<file path="src/rtl/latch_value_reader.sv">
`default_nettype none
// ============================================================================
// Module   : latch_value_reader
// Purpose  : Clocked reader for an enable-latched incrementer bank. Tracks the
//            latch enable, waits for the latch to close and settle, samples
//            the latched (operand + 1) code, decodes it back to the operand,
//            flags illegal codes and hands the result downstream on a
//            valid/ready handshake.
//
// Ports    : clk        - rising-edge clock for all state
//            rst        - synchronous active-high reset, highest priority
//            en         - latch enable seen by the upstream latches
//            lat_q      - latch outputs (W+1 bits, operand + 1)
//            out_ready  - downstream ready
//            out_valid  - decoded result available
//            out_data   - decoded operand (lat_q - 1, W bits)
//            out_err    - sampled code was outside 1..2^W
//            out_ovr    - sticky: a new window opened while a result waited
//            cap_cnt    - saturating count of completed transfers
//
// Revision : 1.0 - initial release
// ============================================================================
module latch_value_reader #(
    parameter int W          = 2,   // operand width; latched code is W+1 bits
    parameter int SETTLE_CYC = 1,   // settle cycles after en low, 1..15
    parameter int CNT_W      = 8    // transfer counter width
) (
    input  logic             clk,
    input  logic             rst,
    input  logic             en,
    input  logic [W:0]       lat_q,
    input  logic             out_ready,
    output logic             out_valid,
    output logic [W-1:0]     out_data,
    output logic             out_err,
    output logic             out_ovr,
    output logic [CNT_W-1:0] cap_cnt
);

    // ------------------------------------------------------------------------
    // Constants
    // ------------------------------------------------------------------------
    // The settle counter is loaded when en is first seen low and the capture
    // happens on the edge where it reads zero, so loading SETTLE_CYC-1 makes
    // out_valid rise exactly SETTLE_CYC edges after that first low sample.
    localparam logic [3:0]       c_SETTLE_LOAD = 4'(SETTLE_CYC - 1);
    // Largest legal code: operand all ones plus one.
    localparam logic [W+1:0]     c_MAX_CODE    = (W+2)'(2 ** W);
    localparam logic [CNT_W-1:0] c_CNT_MAX     = '1;

    // ------------------------------------------------------------------------
    // State encoding
    // ------------------------------------------------------------------------
    typedef enum logic [1:0] {
        ST_IDLE    = 2'd0,   // latch closed, nothing pending
        ST_OPEN    = 2'd1,   // latch transparent, waiting for en to drop
        ST_SETTLE  = 2'd2,   // latch closed, letting Q settle
        ST_PRESENT = 2'd3    // result held until downstream takes it
    } state_t;

    state_t           state_q,   state_d;
    logic             en_d_q;
    logic [3:0]       settle_q,  settle_d;
    logic             valid_q,   valid_d;
    logic [W-1:0]     data_q,    data_d;
    logic             err_q,     err_d;
    logic             ovr_q,     ovr_d;
    logic [CNT_W-1:0] cnt_q,     cnt_d;

    // ------------------------------------------------------------------------
    // Edge detect and handshake qualifiers
    // ------------------------------------------------------------------------
    logic en_rise;
    logic xfer;

    assign en_rise = en & ~en_d_q;
    assign xfer    = valid_q & out_ready;

    // ------------------------------------------------------------------------
    // Decode of the latched code
    // ------------------------------------------------------------------------
    // Legal codes are 1..2^W. Zero can never be produced by in+1 with a W-bit
    // operand, and anything above 2^W means the carry bit and low bits
    // disagree, so both indicate a corrupted or not-yet-settled latch.
    logic         dec_err;
    logic [W-1:0] dec_data;

    assign dec_err  = (lat_q == '0) || ({1'b0, lat_q} > c_MAX_CODE);
    // (q - 1) mod 2^W only depends on the low W bits of q; for the legal
    // code 2^W this wraps to all ones as intended.
    assign dec_data = dec_err ? '0 : (lat_q[W-1:0] - W'(1));

    // ------------------------------------------------------------------------
    // Next-state and output logic
    // ------------------------------------------------------------------------
    always_comb begin
        state_d  = state_q;
        settle_d = settle_q;
        valid_d  = valid_q;
        data_d   = data_q;
        err_d    = err_q;
        ovr_d    = ovr_q;
        cnt_d    = cnt_q;

        unique case (state_q)
            ST_IDLE: begin
                if (en) begin
                    state_d = ST_OPEN;
                end
            end

            ST_OPEN: begin
                if (!en) begin
                    state_d  = ST_SETTLE;
                    settle_d = c_SETTLE_LOAD;
                end
            end

            ST_SETTLE: begin
                if (en) begin
                    // Latch reopened before it settled: drop this window
                    // silently and follow the new one.
                    state_d = ST_OPEN;
                end else if (settle_q == 4'd0) begin
                    state_d = ST_PRESENT;
                    valid_d = 1'b1;
                    data_d  = dec_data;
                    err_d   = dec_err;
                end else begin
                    settle_d = settle_q - 4'd1;
                end
            end

            ST_PRESENT: begin
                if (xfer) begin
                    valid_d = 1'b0;
                    if (cnt_q != c_CNT_MAX) begin
                        cnt_d = cnt_q + CNT_W'(1);
                    end
                    // If the enable is already high the new window is simply
                    // tracked from here; data/err keep their last values.
                    state_d = en ? ST_OPEN : ST_IDLE;
                end else if (en_rise) begin
                    // A new window started while the old result is still
                    // waiting; keep the old result and remember the loss.
                    ovr_d = 1'b1;
                end
            end

            default: begin
                state_d = ST_IDLE;
            end
        endcase
    end

    // ------------------------------------------------------------------------
    // State registers
    // ------------------------------------------------------------------------
    always_ff @(posedge clk) begin
        if (rst) begin
            state_q  <= ST_IDLE;
            en_d_q   <= 1'b0;
            settle_q <= 4'd0;
            valid_q  <= 1'b0;
            data_q   <= '0;
            err_q    <= 1'b0;
            ovr_q    <= 1'b0;
            cnt_q    <= '0;
        end else begin
            state_q  <= state_d;
            en_d_q   <= en;
            settle_q <= settle_d;
            valid_q  <= valid_d;
            data_q   <= data_d;
            err_q    <= err_d;
            ovr_q    <= ovr_d;
            cnt_q    <= cnt_d;
        end
    end

    // ------------------------------------------------------------------------
    // Outputs come straight from registers
    // ------------------------------------------------------------------------
    assign out_valid = valid_q;
    assign out_data  = data_q;
    assign out_err   = err_q;
    assign out_ovr   = ovr_q;
    assign cap_cnt   = cnt_q;

endmodule
`default_nettype wire

</file>
<file path="config.mk">
export PLATFORM = sky130hd
export DESIGN_NAME = latch_value_reader
export DESIGN_NICKNAME = d
export VERILOG_FILES = /design/src/rtl/latch_value_reader.sv
export SDC_FILE = /design/constraint.sdc
export NUM_CORES = 1
export LEC_CHECK = 0
export CAP_MARGIN = 40
export CORE_UTILIZATION = 45
export DETAILED_ROUTE_END_ITERATION = 12
export PLACE_DENSITY = 0.7
export SYNTH_ARGS = -nofsm -noshare
export SYNTH_HDL_FRONTEND = slang
export SYNTH_SLANG_ARGS = --single-unit
</file>
<file path="constraint.sdc">
create_clock -name clk -period 2 [get_ports clk]
set_input_delay 0.4 -clock clk [delete_from_list [all_inputs] [get_ports clk]]
set_output_delay 0.4 -clock clk [all_outputs]
set_load 0.01 [all_outputs]
</file>
==> run metrics, run 1 <==
status completed; critical path class flip-flop to output pin; Die ar. ~2600 µm²; Final WS setup 0.253 ns; initial antenna violation count 0; DRT Wirelength 2.27 mm; 1st-pass router iterations 4; Global Route Usage Sum 19.6%; layout cell share with drive strength beyond 1 between 10 and 15%; Post-DP HPWL 1.65 mm; CP Max Fanout 7; Syn Inst Count 124; Critical Path, Cell by Cell clkdlybuf4s50_1; Die Height 50.9 µm; Post-synth EDFFs 0; detailed-route via count 968; Hold Buf Count CTS 0; number of global-route vias before repair 835; Max IR drop VDD about 0.34 mV; FMAX 573 MHz; CTS-repair resized insts 0; power per cell area 604 nW/µm²; clk buf depth 2; final non-filler cell total 173; global route overflow 0; reg2reg setup slack approximately 0.3 ns; Setup Fix Bufs, Post-CTS 0; Setup WS pre-CTS -0.00555 ns; CP arrival around 1.4 ns; CTS tree built; Hold Path Class flip-flop to flip-flop; Worst-path clk slew ~0.12 ns; Syn. warnings 0; num ports 20; WP buf/inv 1; Avg Synthesized Cell Area 8.68 µm²; CTS Buf Count 3; r2r endpoint cap_cnt[6]$_SDFFE_PP0P_; first-pass GRT wire length 3.85 mm; largest stage delay on the critical path ~0.58 ns; WP data required 1.60 ns; CP startpoint kind flip-flop; input/output buffers 19; DP Cell Count 169; ys async rst share 0%; average wire per standard cell ~13 µm; dominant synthesized flop cell dfxtp_1; worst-skew pair later-pin latency 0.30 ns; Post-synth top cells dfxtp_1, a21oi_1, inv_1; Final min period 1.75 ns; Power, Total between 0.8 and 0.9 mW; part of the cycle the worst path needs 87.3%; Slew Viols, Final 0; Core Footprint roughly 2200 µm²; hold path depth 2; post-synthesis sequential area ratio a little under two fifths; count leader, synth dfxtp_1; delay-heaviest family, CP buffers and inverters; Mapped Area 1080 µm²; vias per inst 5.60; Worst-Margin Slew 0.497 ns; DRT iter0 DRCs 8; RSZ-0062 raised after global routing false; antenna cells 0; main area contributors after synthesis dfxtp_1, a21oi_1, ha_1, inv_1, a31oi_1; Synth top area share 37.2%; H-tree depth 1; DRT antenna net count 0; clock skew just under 0.006 ns; post-synth net total between 100 and 150; core utilization of the finished layout 61.0%; critical path's slowest cell clkdlybuf4s50_1; Hold Startpoint out_data[0]$_SDFFE_PP0P_; Slew headroom 66.7%; Initial Utilization 48.2%; DRC viols 0; R2R Path Start cap_cnt[0]$_SDFFE_PP0P_; num rows 17; R2R depth 4; clock root cell clkbuf_4; Setup crit end kind output pin; Final setup viols 0; Fillers 202; max cap viols 0; leak pwr approximately 0.47 nW; Final Net Count approximately 160; synth unique cells 40; #FFs+latches synth 20; Die W 50.9 µm; gpl congestion 0.741; largest net degree at the start of global routing 14; cell accounting for the most synthesized area dfxtp_1; Hold WS about 0.49 ns; Layout area overhead 26.5%; Final Hold Vio Count 0; hold path endpoint out_data[0]$_SDFFE_PP0P_; Sinks on Clock Net 20
power breakdown:
group          switching, mW  total, mW  internal (mW)
logic                 0.0368     0.0751         0.0383
registers            0.00972      0.415          0.405
clock network          0.130      0.333          0.202
total                  0.177      0.823          0.646
final cells by class:
class / instances / area (µm²) / area share [%]
clock inverters: 1 / 30.0 / 2.21
flip-flops and latches: 20 / 400 / 29.4
inverters: 9 / 33.8 / 2.48
clock buffers: 3 / 22.5 / 1.65
multi-input cells: 88 / 612 / 44.9
repair buffers: 24 / 228 / 16.7
well taps: 28 / 35.0 / 2.57
cells by family (layout without fill, tap and decap cells):
group | count (synthesis) | after routing | synth area share (%)
AOI/OAI and AO/OA | 30 | 30 | 18.3
xor gates and xnor gates | 1 | 1 | 0.814
adders and majority gates | 4 | 4 | 4.65
buffers and inverters | 16 | 37 | 5.93
DFF | 20 | 20 | 37.2
muxes | 5 | 5 | 5.00
and+or+nand+nor | 48 | 48 | 28.1
stage by stage:
step	area, µm²	TNS [ns]
2_1_floorplan	1080	0
4_1_cts	1360	0
3_3_place_gp	1310	0
3_5_place_dp	1310	-0.00555
5_1_grt	1360	0
6_report	1360	0
worst register-to-register path: stages (launching register included):
cell and delay [ns]:
dfxtp_1 0.37, ha_1 0.30, and4_1 0.30, nor4_1 0.28
mux2_1 0.35
flip-flops by register name, summed over array words and instances (netlist names):
signal     flops
settle_q       4
state_q        2
cap_cnt        8
out_data       2
out_err        1
out_valid      1
en_d_q         1
out_ovr        1
how the worst max path moves through the flow:
| stage | start | end | slack [ns] | cells past startpoint |
|---|---|---|---|---|
| 2_1_floorplan | cap_cnt[0]$_SDFFE_PP0P_ | cap_cnt[6]$_SDFFE_PP0P_ | 0.35 | 5 |
| 3_3_place_gp | out_ready | cap_cnt[5]$_SDFFE_PP0P_ | 0.06 | 4 |
| 3_5_place_dp | out_ready | cap_cnt[6]$_SDFFE_PP0P_ | -0.006 | 4 |
| 4_1_cts | cap_cnt[2]$_SDFFE_PP0P_ | cap_cnt[2] | 0.25 | 1 |
| 5_1_grt | cap_cnt[0]$_SDFFE_PP0P_ | cap_cnt[2]$_SDFFE_PP0P_ | 0.09 | 4 |
| 6_report | cap_cnt[2]$_SDFFE_PP0P_ | cap_cnt[2] | 0.25 | 1 |
layout by cell type (no fill, tap or decap), types with 2 or more instances in the layout:
cell and n:
mux2_1 2, and4_1 2, a311oi_1 2, nor3b_2 2
or3b_2 2, nor4_1 3, and2_1 2, nand4_1 2
clkdlybuf4s50_1 19, inv_1 9, a2111oi_0 2, nand4b_1 2
a31oi_1 5, buf_4 5, o21ai_0 3, nand2_1 6
clkbuf_4 3, nor3_1 3, a41oi_1 3, mux2i_1 2
a21oi_1 10, dfxtp_1 20, ha_1 4, nor2_1 8
nor2b_1 4, nand3_1 3, a211oi_1 3
layer usage:
metal  global-route usage [%]  up-vias  part of all wire [%]
met4                     8.33        0                  0.75
met2                     29.2       16                    45
met5                        0        -                     0
li1                         -      504                     -
met3                     2.68        2                   2.2
met1                     28.0      446                    52
Power figures use the tool's default switching activity.
==> inputs of run 2 (changes only) <==
- SETUP_SLACK_MARGIN: unset -> 0.2
==> run 2 against run 1 <==
Effect of this change: clock power about the same; combinational power about the same; register-to-register slack about the same; via count up 0.62%; worst hold slack about the same; final cell count unchanged; non-clock buffer count unchanged; global-route usage unchanged; sequential power about the same; wire length up 0.75%; clock skew up 0.00097 ns.
==> run metrics, run 2 (synthesis gave the netlist of run 1 again) <==
WP buf/inv 1 (unchanged); combinational share of power 9.1% (about the same); Die ar. 2590 µm² (unchanged); switching pwr 0.176 mW (-0.53%); H-tree depth 1 (unchanged); CP Max Fanout 7 (unchanged); clk buf depth 2 (unchanged); DP Cell Count 169 (unchanged); part of the cycle the worst path needs 87.4% (about the same); clock root cell clkbuf_4; critical path's slowest cell clkdlybuf4s50_1; number of global-route vias before repair 835 (unchanged); number of flip-flops in the largest register 8 (unchanged); Hold Path Class flip-flop to flip-flop; global route overflow 0 (unchanged); Worst-path clk slew 0.12 ns (about the same); commonest non-fill, non-tap cell in the layout dfxtp_1; delay-heaviest family, CP buffers and inverters; Setup WS pre-CTS -0.00555 ns (unchanged); power per cell area 603 nW/µm² (-0.30%); hold path depth 2 (unchanged); worst-skew pair later-pin latency 0.30 ns (about the same); FMAX 572 MHz (about the same); Initial Utilization 48.2% (unchanged); num ports 20 (unchanged); Final setup viols 0 (unchanged); setup TNS 0 ns (unchanged); detailed-route via count 974 (+0.62%); gpl congestion 0.741 (unchanged); Sinks on Clock Net 20 (unchanged); RSZ-0062 raised after global routing true; largest net degree at the start of global routing 14 (unchanged); clock power share 40.4% (about the same); input/output buffers 19 (unchanged); status completed; Power, Total 0.822 mW (-0.11%); Setup Fix Bufs, Post-CTS 0 (unchanged); clock skew 0.00691 ns (+0.000966 ns); Seq pwr share 50.5% (about the same); final non-filler cell total 173 (unchanged); max cap viols 0 (unchanged); Die W 50.9 µm (unchanged); 1st-pass router iterations 4 (unchanged); num rows 17 (unchanged); Layout area overhead 26.7%; initial antenna violation count 0 (unchanged); DRT Wirelength 2.28 mm (+0.75%); average wire per standard cell 13.2 µm (+0.75%); switch share 21.4% (-0.090 points); Global Route Usage Sum 19.6% (unchanged); Pint 0.646 mW (about the same); Max IR drop VDD 0.337 mV (about the same); CTS tree built; Core Footprint 2230 µm² (unchanged); leak pwr 0.467 nW (about the same); Final WS setup 0.252 ns (-0.00118 ns); DRT antenna net count 0 (unchanged); layout cell share with drive strength beyond 1 11.0% (unchanged); CP arrival 1.35 ns (about the same); Worst-Margin Slew 0.514 ns (+0.0166 ns); R2R depth 4 (unchanged); antenna cells 0 (unchanged); Final Net Count 157 (unchanged); Final Hold Vio Count 0 (unchanged); DRT iter0 DRCs 8 (unchanged); vias per inst 5.63 (+0.62%); critical path depth 1 (unchanged); largest stage delay on the critical path 0.58 ns (about the same); Slew Viols, Final 0 (unchanged); DRC viols 0 (unchanged); Slew headroom 65.6% (-1.1 points); Setup crit end kind output pin; Final min period 1.75 ns (+0.00118 ns); CTS Buf Count 3 (unchanged); Die Height 50.9 µm (unchanged); most frequent cells in the layout dfxtp_1, clkdlybuf4s50_1, a21oi_1; CP startpoint kind flip-flop; Post-DP HPWL 1.65 mm (unchanged); Critical Path, Cell by Cell clkdlybuf4s50_1; critical path class flip-flop to output pin; first-pass GRT wire length 3.85 mm (unchanged); WP data required 1.60 ns (about the same)
## run 2: cell counts in the layout (fill, tap and decap cells not counted)
No cell type changed its count.
## run 2: per-stage QoR
stage,util [%],area [µm²],hold WS (ns)
2_1_floorplan,-,1080,0.480
3_3_place_gp,58.6,1310,0.462
3_5_place_dp,58.6,1310,0.466
4_1_cts,61.0,1360,0.488
5_1_grt,61.1,1360,0.516
6_report,61.1,1360,0.485
## run 2: power groups by stage
stage / sequential (mW) / clock, mW / combinational [mW]
after floorplan: 0.421 / 0 / 0.0447
after global placement: 0.423 / 0 / 0.0732
after detailed placement: 0.424 / 0 / 0.0753
after CTS: 0.415 / 0.338 / 0.0757
after global routing: 0.417 / 0.357 / 0.0837
final: 0.415 / 0.332 / 0.0752
## run 2: path summary, 6_finish.rpt
| kind | startpoint | to | slack, ns |
|---|---|---|---|
| worst min-delay path | out_data[0]$_SDFFE_PP0P_ | out_data[0]$_SDFFE_PP0P_ | 0.49 |
| worst max register to register | cap_cnt[0]$_SDFFE_PP0P_ | cap_cnt[6]$_SDFFE_PP0P_ | 0.29 |
| worst min register to register | out_data[0]$_SDFFE_PP0P_ | out_data[0]$_SDFFE_PP0P_ | 0.49 |
| worst max-delay path | cap_cnt[2]$_SDFFE_PP0P_ | cap_cnt[2] | 0.25 |
## run 2: worst reg2reg max path, stage by stage (launching register included)
cell and delay (ns):
dfxtp_1 0.37, ha_1 0.30, and4_1 0.30, nor4_1 0.29, mux2_1 0.35
## run 2: area by class of cell
type                       instances  area [µm²]
tap                               28        35.0
clock buffer                       3        22.5
inverter                           9        33.8
sequential                        20         400
clock inverter                     1        30.0
multi-input combinational         88         614
timing repair buffer              24         228
fill                             203         870
## run 2: per-layer routing
metal | global-route usage, % | wire [µm]
met5 | 0 | 0
met1 | 28.0 | 1150
met4 | 8.33 | 17
met2 | 29.2 | 1050
met3 | 2.68 | 64
## run 2: repair_timing
item,in CTS,in global routing
endpoints found under the setup margin,0,3
gates resized for setup,0,2
hold buffers,0,0
